$ cat config.mk
export PLATFORM = sky130hd
export DESIGN_NAME = conv_window_scheduler
export DESIGN_NICKNAME = d
export VERILOG_FILES = /design/src/rtl/conv_pkg.sv /design/src/rtl/raster_counter.sv /design/src/rtl/conv_window_scheduler.sv
export SDC_FILE = /design/constraint.sdc
export NUM_CORES = 1
export LEC_CHECK = 0
export CAP_MARGIN = 10
export CELL_PAD_IN_SITES_DETAIL_PLACEMENT = 0
export CELL_PAD_IN_SITES_GLOBAL_PLACEMENT = 2
export CORE_ASPECT_RATIO = 1.2
export CORE_UTILIZATION = 24
export CTS_CLUSTER_SIZE = 16
export DETAILED_ROUTE_END_ITERATION = 6
export PLACE_DENSITY = 0.79
export SLEW_MARGIN = 15
export SYNTH_ARGS = -nofsm -noshare
export SYNTH_HDL_FRONTEND = slang
export SYNTH_SLANG_ARGS = --single-unit
$ cat constraint.sdc
create_clock -name clock -period 1.5 [get_ports clock]
set_clock_uncertainty 0.15 [all_clocks]
set_input_delay 0.225 -clock clock [delete_from_list [all_inputs] [get_ports clock]]
set_output_delay 0.225 -clock clock [all_outputs]
set_load 0.01 [all_outputs]
$ cat src/rtl/conv_pkg.sv
// Shared definitions for the convolution window scheduler and line buffer:
// FSM state encodings, clog2 helper and derived window-count constants.
package conv_pkg;

    localparam logic [2:0] IDLE   = 3'd0;
    localparam logic [2:0] ACCEPT = 3'd1;
    localparam logic [2:0] ISSUE  = 3'd2;
    localparam logic [2:0] WAIT   = 3'd3;
    localparam logic [2:0] OUT    = 3'd4;
    localparam logic [2:0] DONE   = 3'd5;

    localparam int unsigned DEF_KERNEL = 2;
    localparam int unsigned DEF_WIDTH  = 4;
    localparam int unsigned DEF_HEIGHT = 4;

    localparam int unsigned OUT_COLS  = DEF_WIDTH - DEF_KERNEL + 1;
    localparam int unsigned OUT_ROWS  = DEF_HEIGHT - DEF_KERNEL + 1;
    localparam int unsigned N_RESULTS = OUT_COLS * OUT_ROWS;

    // Never returns less than 1 so that index ports always have a legal width.
    function automatic int unsigned clog2(input int unsigned value);
        int unsigned bits;
        bits = 1;
        for (int unsigned i = 1; i < 32; i++) begin
            if ((32'd1 << i) < value) bits = i + 1;
        end
        return bits;
    endfunction

    function automatic int unsigned out_count(input int unsigned size, input int unsigned kernel);
        return size - kernel + 1;
    endfunction

endpackage

$ cat src/rtl/raster_counter.sv
// Raster-order column/row counter with window-valid and last-pixel flags.
// Flags describe the position currently held, i.e. the next pixel to accept.
module raster_counter
    import conv_pkg::*;
#(
    parameter int unsigned kernel_size = 2,
    parameter int unsigned data_width  = 4,
    parameter int unsigned data_height = 4
) (
    input  logic                           clock,
    input  logic                           reset,
    input  logic                           clear,
    input  logic                           advance,
    output logic [clog2(data_width)-1:0]   col,
    output logic [clog2(data_height)-1:0]  row,
    output logic                           window_valid,
    output logic                           last_pixel
);

    localparam int unsigned CB = clog2(data_width);
    localparam int unsigned RB = clog2(data_height);

    localparam logic [CB-1:0] COL_LAST = CB'(data_width - 1);
    localparam logic [RB-1:0] ROW_LAST = RB'(data_height - 1);
    localparam logic [CB-1:0] COL_WIN  = CB'(kernel_size - 1);
    localparam logic [RB-1:0] ROW_WIN  = RB'(kernel_size - 1);

    always_ff @(posedge clock or posedge reset) begin
        if (reset) begin
            col <= '0;
            row <= '0;
        end else if (clear) begin
            col <= '0;
            row <= '0;
        end else if (advance) begin
            if (col == COL_LAST) begin
                col <= '0;
                row <= (row == ROW_LAST) ? '0 : row + RB'(1);
            end else begin
                col <= col + CB'(1);
            end
        end
    end

    assign window_valid = (col >= COL_WIN) && (row >= ROW_WIN);
    assign last_pixel   = (col == COL_LAST) && (row == ROW_LAST);

endmodule

$ cat src/rtl/conv_window_scheduler.sv
// Frame sequencer: accepts raster pixels, fires one PE read per completed
// KxK window, waits for the PE result and forwards it on a valid/ready port.
module conv_window_scheduler
    import conv_pkg::*;
#(
    parameter int unsigned kernel_size = 2,
    parameter int unsigned data_width  = 4,
    parameter int unsigned data_height = 4,
    parameter int unsigned point_width = 8
) (
    input  logic                           clock,
    input  logic                           reset,
    input  logic                           start,
    input  logic                           pix_valid,
    output logic                           pix_ready,
    output logic                           pe_enable_read,
    input  logic                           pe_conv_done,
    input  logic [point_width-1:0]         pe_conv_result,
    output logic                           res_valid,
    output logic [point_width-1:0]         res_data,
    input  logic                           res_ready,
    output logic                           busy,
    output logic                           frame_done,
    output logic [clog2(data_width)-1:0]   col_idx,
    output logic [clog2(data_height)-1:0]  row_idx,
    output logic                           err_spurious_done
);

    logic [2:0] state;
    logic       last_win;
    logic       win_valid;
    logic       last_pix;
    logic       pix_hs;
    logic       clear;

    assign pix_hs = (state == ACCEPT) && pix_valid;
    assign clear  = (state == IDLE) && start;

    raster_counter #(
        .kernel_size (kernel_size),
        .data_width  (data_width),
        .data_height (data_height)
    ) u_raster (
        .clock        (clock),
        .reset        (reset),
        .clear        (clear),
        .advance      (pix_hs),
        .col          (col_idx),
        .row          (row_idx),
        .window_valid (win_valid),
        .last_pixel   (last_pix)
    );

    always_ff @(posedge clock or posedge reset) begin
        if (reset) begin
            state             <= IDLE;
            last_win          <= 1'b0;
            res_data          <= '0;
            err_spurious_done <= 1'b0;
        end else begin
            if (clear)
                err_spurious_done <= 1'b0;
            else if (pe_conv_done && (state != WAIT))
                err_spurious_done <= 1'b1;

            case (state)
                IDLE: begin
                    if (start) state <= ACCEPT;
                end
                ACCEPT: begin
                    if (pix_valid) begin
                        // The last window is the one whose corner is the frame's final pixel.
                        if (win_valid) begin
                            state    <= ISSUE;
                            last_win <= last_pix;
                        end else if (last_pix) begin
                            state <= DONE;
                        end
                    end
                end
                ISSUE: state <= WAIT;
                WAIT: begin
                    if (pe_conv_done) begin
                        res_data <= pe_conv_result;
                        state    <= OUT;
                    end
                end
                OUT: begin
                    if (res_ready) state <= last_win ? DONE : ACCEPT;
                end
                DONE:    state <= IDLE;
                default: state <= IDLE;
            endcase
        end
    end

    assign pix_ready      = (state == ACCEPT);
    assign pe_enable_read = (state == ISSUE);
    assign res_valid      = (state == OUT);
    assign frame_done     = (state == DONE);
    assign busy           = (state != IDLE);

endmodule

# ---- Word-level counts from Yosys, hierarchy flattened
# Index checks and enable logic that the tools add are counted.
dict set report op_classes {
  n_lt_le_gt_ge 2
  mux 17
  add_sub_neg 2
  n_eq_ne 13
  reduce_logical 14
}
# cell n
set ops {}
lappend ops {{$mux W3} 7}
lappend ops {{$pmux W3 S5} 1}
lappend ops {{$mux W2} 7}
lappend ops {{$eq A3 B2 Y1 const B} 2}
lappend ops {{$eq A3 B3 Y1 const B} 2}
lappend ops {{$ne A2 B2 Y1 const B} 3}
lappend ops {{$reduce_bool A2 Y1} 3}
lappend ops {{$logic_and A1 B1 Y1} 5}
lappend ops {{$reduce_and A5 Y1} 1}
lappend ops {{$add A2 B1 Y2 const B} 2}
lappend ops {{$eq A2 B2 Y1 const B} 2}
lappend ops {{$ge A2 B1 Y1 const B} 2}
lappend ops {{$reduce_and A2 Y1} 2}
lappend ops {{$eq A3 B1 Y1 const B} 1}
lappend ops {{$logic_not A3 Y1} 1}
lappend ops {{$ne A3 B1 Y1 const B} 1}
lappend ops {{$ne A3 B2 Y1 const B} 1}
lappend ops {{$reduce_and A3 Y1} 1}
lappend ops {{$reduce_bool A3 Y1} 1}
lappend ops {{$mux W1} 2}
lappend ops {{$ne A2 B1 Y1 const B} 1}
dict set report totals {
  word_cells 54
  regBits 17
  in_bits 14
  out_inout_bits 18
}

# ---- Depth between registers and ports, before layout
# Gate-level depths: netlist of the first run.
dict set report logic_depth {
  word_depth 6
  mapped_depth 6
  depth_no_buf 6
}

# ---- Modules after synthesis
# From an unflattened synthesis of the first run, not the netlist that was laid out.
dict set report hier_totals {
  hier_cells 86
  area_unflattened_um2 955.9
}
# module instances area_each_um2 cells_each seq_area_each_um2
set modules_own_cells {}
lappend modules_own_cells {conv_window_scheduler 1 699.4 60 325.3}
lappend modules_own_cells {raster_counter 1 256.5 26 100.1}

# ---- Worst setup path after synthesis of the first run
# No wires, ideal clock.
dict set report synth_timing {
  path_kind {register -> register}
  startpoint {reg state[1]}
  endpoint {reg res_data[0]}
  t_required_ps 1225
  path_stages_with_launch 6
  path_buffers 2
  arrival_ps 1295
  setup_time_ps 125
  period_less_slack_ps 1570
  setup_slack_ps -70
  cell_sequence {dfrtp_1 > buf_6 > inv_4 > or3_4 > buf_6 > mux2_4}
}
dict set report synth_via {
  elab_chain_len 2
}
# item line
set synth_lines {}
lappend synth_lines {{from (decl)} conv_window_scheduler.sv:29} ;# logic [2:0] state;
lappend synth_lines {{from (signal assigned)} conv_window_scheduler.sv:89} ;# if (res_ready) state <= last_win ? DONE : ACCEPT;
lappend synth_lines {{$eq A3 B2 Y1} conv_window_scheduler.sv:66} ;# case (state)
lappend synth_lines {{$reduce_and A2 Y1 (no line)} -}
lappend synth_lines {{to (signal assigned)} conv_window_scheduler.sv:84} ;# res_data <= pe_conv_result;
lappend synth_lines {{to (decl)} conv_window_scheduler.sv:20} ;# output logic [point_width-1:0] res_data,
# No other way between the ends.
# A chain may end at the register's enable or synchronous reset.

# ---- Final worst setup path of the first run
dict set report layout_timing {
  startpoint {reg state[0]}
  endpoint {reg res_data[4]}
}
# Same word-level chain as after synthesis.

==> run_results.csv, run 1 <==
group,metric,value,unit
setup_path,crit_type,"reg2reg",
routing,drc,0,
synthesis,synthFlopType,"dfrtp_1",
outcome,violations,"negative setup slack",
place,io_buffers,31,
global_routing,grt_pass1_wl,3.96,mm
die,start_util,25.4,%
cts,clkSinkCount,17,
synthesis,synth.top_cell.area_share,45.4,%
power,ir_worst_vdd,0.000794,V
global_routing,antenna_found_initial,0,
setup_path,required,1.48,ns
routing,ant_nets,0,
routing,first_pass_iters,2,
cts,cts-buffers-inserted,3,
synthesis,ys_seq_elements,17,
synthesis,synth_top_area_cell,"dfrtp_1",
power,power_density,1770,nW/um2
sta,max_freq,0.593,GHz
final_layout,nFillCells,368,
final_layout,instances_no_fill,205,
sta,whs,0.131,ns
outcome,status,"finished, violations left",
final_layout,drive_gt1_share,45.1,%
run,cap_viol_max_count,0,
place,dpl.hpwl,1.81,mm
global_routing,grt_max_degree,18,
setup_path,crit_chain,"buf_6, buf_6, nand2_4, or3_4, mux2_4",
sta,layout_min_cycle_time,1.69,ns
synthesis,avgSynthCellArea,10.1,um2
sta,hold_viol_final,0,
final_layout,syn_to_final_growth,75.7,%
place,dp_cells,189,
global_routing,grt_pass1_vias,885,
sta,setup_violations,20,
routing,via_count,915,
power,power,2910,uW
sta,setup_slack,-0.185,ns
die,io_pins,32,
sta,rsz0062_at_grt,"true",
synthesis,synth_nets,111,
setup_path,slowest_delay,0.42,ns
setup_path,cp-start-kind,"flop",
synthesis,synth-seq-area-share,45.4,%
synthesis,synth_cell_types,28,
final_layout,nNetsFinal,172,
die,fp.coreArea,3690,um2
sta,post-route-period-util,112,%
worst_hold_path,hold_class,"in2async",
die,dieArea,4160,um2
synthesis,synth_edf_count,0,
global_routing,grt_usage,12.7,%
setup_path,endpoint_kind,"flop",
final_layout,antenna_cells,0,
cts,clk_pin_slew_worst_paths,0.07,ns
die,row_count,24,
routing,routed_via_density,4.46,
setup_path,crit_fanout,8,
setup_path,cp_slowest_cell,"or3_4",
die,fp.dieH,70.5,um
synthesis,synth_area_leaders,"dfrtp_1 45%, mux2_4 13%, ha_1 5.3%",
synthesis,synthArstFlopShare,100,%
die,die_x,59.0,um
sta,worst_pin_slew,0.236,ns
cts,htreeDepth,1,
sta,slew_violations,0,
routing,drt_iter0_drc,10,
routing,wl_per_cell,12.8,um
cts,clock_path_buffers,2,
cts,clkLatencyLatePin,0.26,ns
routing,wl,2.62,mm
sta,relSlewSlack,84.3,%
sta,setup_tns,-2.29,ns
power,p_leak,0.000795,uW
synthesis,syn_inst,93,
place,place.gp.congestion,0.779,
synthesis,yosys_warnings,0,
place,place_ws,-0.392,ns
cts,tritoncts,"yes",
global_routing,overflow,0,
cts,ctsHoldBuffers,0,
cts,ctsRootBufferMaster,"clkbuf_8",
setup_path,crit_top_cell,"buf_6",
setup_path,arrival,1.67,ns
synthesis,syn_area,937,um2
kinds of logic (layout without fill, tap and decap cells):
kind of cell,count (synthesis),after routing,synth area share (%)
buffers and inverters,14,74,7.61
multiplexers,9,9,13.9
AND/OR/NAND/NOR,31,31,16.3
AO/OA/AOI/OAI,18,18,11.5
adder cells (fa/ha/maj),4,4,5.34
flip-flops,17,17,45.4
metal layers:
layer  up-vias  wire, um  share of wire, %  track usage [%]
li1        436         -                 -                -
met1       450      1050                40             13.4
met2        25      1390                53             22.7
met3         4       145               5.5             4.63
met4         0        34               1.3             3.97
met5         -         0                 0                0
repair_timing:
item,CTS,global route
endpoints found under the hold margin,0,0
endpoints found under the setup margin,31,21
pin swaps,7,8
gates resized for setup,55,12
buffers inserted,8,5
cloned,0,0
synthesized netlist by cell type (4+ instances only):
library cell / n
a21oi_1: 9
dfrtp_1: 17
ha_1: 4
inv_1: 8
mux2_4: 8
nand2_1: 10
nor2_1: 10
power breakdown:
group | switching (uW) | leakage, uW | internal (uW) | total (uW)
registers | 145 | 0.000205 | 657 | 802
logic | 721 | 0.000566 | 1040 | 1760
clock network | 161 | 0.0000228 | 189 | 350
total | 1030 | 0.000795 | 1890 | 2910
layout make-up:
type | count | area, um2 | area share [%]
inverter | 9 | 38.8 | 2.36
tap | 52 | 65.1 | 3.95
sequential | 17 | 429 | 26.1
timing repair buffer | 61 | 543 | 33.0
clock buffer | 4 | 45.0 | 2.74
multi-input combinational | 62 | 526 | 31.9
worst paths after layout:
path | startpoint | endpoint | slack (ns) | cells after the start
min in group clock | res_data[2]$_DFFE_PP0P_ | res_data[2]$_DFFE_PP0P_ | 0.36 | 1
max reg2reg | state[0]$_DFFE_PP0P_ | res_data[4]$_DFFE_PP0P_ | -0.19 | 5
max | state[0]$_DFFE_PP0P_ | res_data[4]$_DFFE_PP0P_ | -0.19 | 5
max in group asynchronous | reset | state[2]$_DFFE_PP0P_ | 0.85 | 3
min | reset | err_spurious_done$_DFFE_PP0P_ | 0.13 | 3
min reg2reg | res_data[2]$_DFFE_PP0P_ | res_data[2]$_DFFE_PP0P_ | 0.36 | 1
state kept, by name, indices dropped and copies added (netlist names):
name               cells
last_win               1
res_data               8
u_raster.row           2
u_raster.col           2
state                  3
err_spurious_done      1
metrics by stage:
stage          util, %  cell area [um2]
5_1_grt           44.6             1650
4_1_cts           42.2             1560
3_3_place_gp      38.4             1420
3_5_place_dp      38.4             1420
2_1_floorplan        -              947
6_report          44.6             1650
placed cells by master (no fill, tap or decap), types with 3 or more instances in the layout:
master	instances
a21oi_1	6
a21oi_2	3
buf_2	4
buf_4	21
buf_6	9
clkbuf_8	3
clkdlybuf4s50_1	13
dfrtp_1	14
dfrtp_2	3
dlygate4sd2_1	13
inv_1	7
mux2_4	8
nand2_1	7
nor2_1	7
nor2_2	3
worst max-delay path, delay by kind of cell, from the launching register on:
kind	cells	cell delay, ns
AND/OR/NAND/NOR	2	0.46
flip-flops	1	0.40
buffers and inverters	2	0.22
multiplexers	1	0.33
(Power assumes the default switching activity.)
==> run 2: changes to the inputs <==
ABC_CLOCK_PERIOD_IN_PS = 1500   (was not set)
==> results of run 2 <==
No change in the layout: final DEF, timing and power equal those of run 1.
